**src/rtl/fifo_param.sv**
```systemverilog
// fifo_param: parametrised synchronous FIFO with a first-word-fall-through read port,
// occupancy count, programmable almost flags and overflow/underflow reporting.
//
// +----------------------------------------------------------------------------+
// | Module      : fifo_param                                                   |
// | Description : WIDTH x DEPTH synchronous FIFO, FWFT output, any DEPTH >= 2. |
// |               Build macro FIFO_STICKY_ERR_EN makes overflow/underflow      |
// |               sticky until reset.                                          |
// | Revision    : 1.0 - initial release                                        |
// +----------------------------------------------------------------------------+
`default_nettype none

module fifo_param #(
    parameter int WIDTH     = 8,
    parameter int DEPTH     = 8,
    parameter int AF_THRESH = DEPTH - 1,
    parameter int AE_THRESH = 1
) (
    input  logic                       clk,
    input  logic                       reset,
    input  logic [WIDTH-1:0]           in,
    input  logic                       push,
    input  logic                       pop,
    output logic [WIDTH-1:0]           out,
    output logic                       full,
    output logic                       empty,
    output logic [$clog2(DEPTH+1)-1:0] count,
    output logic                       almost_full,
    output logic                       almost_empty,
    output logic                       overflow,
    output logic                       underflow
);

    localparam int             CW       = $clog2(DEPTH + 1);
    localparam int             PW       = $clog2(DEPTH);
    localparam logic [PW-1:0]  LAST_PTR = PW'(DEPTH - 1);
    localparam logic [CW-1:0]  DEPTH_C  = CW'(DEPTH);

    logic [WIDTH-1:0] mem_q [DEPTH];
    logic [PW-1:0]    wr_ptr_q, wr_ptr_d;
    logic [PW-1:0]    rd_ptr_q, rd_ptr_d;
    logic [CW-1:0]    count_q, count_d;
    logic             overflow_q, overflow_d;
    logic             underflow_q, underflow_d;
    logic             wr_acc, rd_acc;
    logic             ovf_evt, udf_evt;

    assign full  = (count_q == DEPTH_C);
    assign empty = (count_q == '0);

    // A push into a full FIFO is still taken when a pop frees the head slot.
    assign wr_acc  = push & (~full | pop);
    assign rd_acc  = pop & ~empty;
    assign ovf_evt = push & full & ~pop;
    assign udf_evt = pop & empty;

    always_comb begin
        wr_ptr_d = wr_ptr_q;
        rd_ptr_d = rd_ptr_q;
        count_d  = count_q;
        if (wr_acc) begin
            wr_ptr_d = (wr_ptr_q == LAST_PTR) ? '0 : wr_ptr_q + 1'b1;
        end
        if (rd_acc) begin
            rd_ptr_d = (rd_ptr_q == LAST_PTR) ? '0 : rd_ptr_q + 1'b1;
        end
        case ({wr_acc, rd_acc})
            2'b10:   count_d = count_q + 1'b1;
            2'b01:   count_d = count_q - 1'b1;
            default: count_d = count_q;
        endcase
`ifdef FIFO_STICKY_ERR_EN
        overflow_d  = overflow_q | ovf_evt;
        underflow_d = underflow_q | udf_evt;
`else
        overflow_d  = ovf_evt;
        underflow_d = udf_evt;
`endif
    end

    always_ff @(posedge clk or negedge reset) begin
        if (!reset) begin
            wr_ptr_q    <= '0;
            rd_ptr_q    <= '0;
            count_q     <= '0;
            overflow_q  <= 1'b0;
            underflow_q <= 1'b0;
        end else begin
            wr_ptr_q    <= wr_ptr_d;
            rd_ptr_q    <= rd_ptr_d;
            count_q     <= count_d;
            overflow_q  <= overflow_d;
            underflow_q <= underflow_d;
        end
    end

    // Storage is deliberately left out of reset; empty masks stale contents.
    always_ff @(posedge clk) begin
        if (wr_acc) begin
            mem_q[wr_ptr_q] <= in;
        end
    end

    assign out          = empty ? '0 : mem_q[rd_ptr_q];
    assign count        = count_q;
    assign almost_full  = (int'(count_q) >= AF_THRESH);
    assign almost_empty = (int'(count_q) <= AE_THRESH);
    assign overflow     = overflow_q;
    assign underflow    = underflow_q;

endmodule

`default_nettype wire

```
**config.mk**
```make
export PLATFORM = sky130hd
export DESIGN_NAME = fifo_param
export DESIGN_NICKNAME = d
export VERILOG_FILES = /design/src/rtl/fifo_param.sv
export SDC_FILE = /design/constraint.sdc
export NUM_CORES = 1
export LEC_CHECK = 0
export ABC_AREA = 0
export CAP_MARGIN = 0
export CORE_ASPECT_RATIO = 1.2
export CORE_UTILIZATION = 51
export CTS_CLUSTER_DIAMETER = 200
export CTS_CLUSTER_SIZE = 30
export DETAILED_ROUTE_END_ITERATION = 16
export GPL_TIMING_DRIVEN = 1
export PLACE_DENSITY = 0.74
export SETUP_SLACK_MARGIN = 0.4
export SYNTH_ARGS = -nofsm -noshare
export SYNTH_HDL_FRONTEND = slang
export SYNTH_SLANG_ARGS = --single-unit
```
**constraint.sdc**
```tcl
create_clock -name clk -period 2.3 [get_ports clk]
set_input_delay 0.345 -clock clk [delete_from_list [all_inputs] [get_ports clk]]
set_output_delay 0.345 -clock clk [all_outputs]
set_load 0.02 [all_outputs]
```
==> qor.yml <==
drive_gt1_frac: 0.341
syn_area_per_cell_um2: 16.2
worst-endpoint-required_ns: 2.57
max_slew_margin: 0.621
fillers: 421
power_leakage_nw: 1.64
cts_tree: "done"
yosys.area_share.adder: 0.0349
pre_cts_slack_ns: -0.0459
yosys.area.top_type: "edfxtp_1"
numCtsBuffers: 9
die_h_um: 89.1
slew_viol_final: 0
critical_path_class: "flip-flop to flip-flop"
drt-vias-per-instance: 5.34
final_cell_mix: "edfxtp_1 (64), mux2i_1 (33), buf_4 (27), a22o_1 (16), clkdlybuf4s50_1 (16)"
wl_per_cell_um: 18.0
grt_pass1_vias: 1862
status: "finished, final reports clean"
grt_max_degree: 21
port-buffer-count: 29
p_per_area_mw_per_mm2: 1390
hpwl_um: 3900
clk_pin_slew_ns: 0.07
peakVddDrop_mv: 0.879
cts_sinks: 76
cts.path.max_buffers: 2
design.portCount: 30
rsz0062_at_grt: "yes"
layout_min_cycle_time_ns: 2.08
yosysSeqAreaShare: 0.689
synth_cell_type_count: 29
insertion_delay_ns: 0.35
worst_slack_ns: 0.219
grt.total_usage: 0.213
antenna_found_initial: 0
vias: 1863
synth_top_area_frac: 0.596
routed_wl_um: 6290
arrival_ns: 2.35
syn-cell-area_mm2: 0.00322
critPathCaptureType: "flip-flop"
tightest_slew_ns: 0.567
num-nets-final: 283
stdcell_count: 349
synth_cells: 199
synth_top_family_by_area: "multiplexers"
n_antenna_cell: 0
setup_viol: 0
startpoint_type: "flip-flop"
dr.first_iter.drc_count: 107
yosys.area_share.simple: 0.0640
grt_pass1_wl_um: 9580
gp_congestion: 0.770
synth.area.top_cells: "edfxtp_1 (60%), mux2i_1 (10%), dfrtp_1 (9.3%)"
fin_hold_ws_ns: 0.364
chipWidth_um: 74.6
placed_cells_incl_taps: 319
clock-root-buffer: "clkbuf_8"
holdBufCountCts: 0
synth_xor_area_frac: 0.0109
path_max_fanout: 4
max_cap_viol_count: 0
drtPass1Iterations: 4
std_cell_rows: 31
register_area_mm2: 0.00223
dieArea_mm2: 0.00665
synth-compound-area-share: 0.0578
area_delta_synth_final_pct: 31.3
setup_tns_ns: 0
initial_core_util: 0.533
final_common_cell: "edfxtp_1"
hp-class: "input port to async pin"
hold_viol_final: 0
max_freq_mhz: 481
ys_warn_count: 0
skew_ns: 0.00806
period_share: 0.905
core-area_mm2: 0.00605
htreeDepth: 3
ant_nets: 0
ys_seq_elements: 76
drc: 0
multi_input_area_mm2: 0.00111
gr-total-overflow: 0
syn-num-nets: 220
muxShareOfSynthArea: 0.123
-- power by group --
part / total, mW / switching, mW / internal (mW) / leakage [nW]
logic: 2.75 / 1.36 / 1.39 / 0.804
registers: 1.97 / 0.197 / 1.77 / 0.724
clock network: 1.17 / 0.454 / 0.712 / 0.115
total: 5.89 / 2.01 / 3.88 / 1.64
-- layout make-up --
| cell class | count | share of cell area |
|---|---|---|
| Sequential cell | 76 | 0.526 |
| Timing Repair Buffer | 60 | 0.129 |
| Clock inverter | 6 | 0.0242 |
| Tap cell | 82 | 0.0242 |
| Clock buffer | 10 | 0.0301 |
| Multi-Input combinational cell | 111 | 0.262 |
| Inverter | 4 | 0.00414 |
-- path summary, 6_finish.rpt --
kind | slack, ns | from | depth (start not counted) | endpoint
worst max-delay path | 0.22 | count[1]$_DFFE_PN0P_ | 10 | count[3]$_DFFE_PN0P_
worst min-delay path | 0.36 | reset | 1 | count[3]$_DFFE_PN0P_
worst max register to register | 0.22 | count[1]$_DFFE_PN0P_ | 10 | count[3]$_DFFE_PN0P_
worst min register to register | 0.61 | count[0]$_DFFE_PN0P_ | 2 | count[0]$_DFFE_PN0P_
max in group asynchronous | 1.53 | reset | 1 | rd_ptr_q[1]$_DFFE_PN0P_
min in group clk | 0.61 | count[0]$_DFFE_PN0P_ | 2 | count[0]$_DFFE_PN0P_
-- state kept, by name (all words and copies together), names as in the netlist --
name       count
mem_q         64
rd_ptr_q       3
overflow       1
count          4
underflow      1
wr_ptr_q       3
-- worst max-delay path, stage by stage, from the launching register on --
cell and delay [ns]:
dfrtp_2 0.37, inv_2 0.06, ha_4 0.16, nor3b_4 0.15, buf_4 0.14, nand2b_4 0.14
inv_4 0.07, ha_4 0.15, or4b_4 0.47, a21oi_4 0.14, xor2_1 0.15
-- timing repair --
| action | in CTS | in global routing |
|---|---|---|
| buffers inserted | 7 | 7 |
| setup endpoints to repair | 19 | 47 |
| resized for setup | 73 | 19 |
| pin swaps | 1 | 13 |
-- cell usage after synthesis, drive strengths merged --
cell,number
nand2,2
a22o,16
mux2,6
nand4b,1
nand3b,1
o211ai,1
xnor2,2
nor3,13
o21ai,2
inv,4
xor2,2
edfxtp,64
a21o,1
or4b,1
nor2,8
buf,5
ha,9
nor3b,2
dfrtp,12
nor2b,4
a21oi,1
nand2b,3
mux2i,33
clkbuf,3
nor4,1
and2,2
-- cell families after synthesis --
logic type	count (synthesis)
compound gates	21
xor+xnor	4
fa+ha+maj	9
buf+inv	12
flops	76
mux	39
simple gates	38
-- routing by layer --
metal / GRT usage / routed length, µm / vias to the layer above
li1: - / - / 892
met1: 0.254 / 2610 / 916
met2: 0.362 / 3350 / 42
met3: 0.0451 / 173 / 13
met4: 0.108 / 161 / 0
met5: 0 / 0 / -
-- stage by stage --
step / instance area [µm²] / power, mW / utilization
floorplan: 3300 / 3.49 / -
global placement: 3790 / 4.32 / 0.627
detailed placement: 3790 / 4.37 / 0.627
CTS: 4100 / 5.61 / 0.677
global route: 4230 / 6.19 / 0.700
finish: 4230 / 5.89 / 0.700
(Power assumes the default switching activity.)
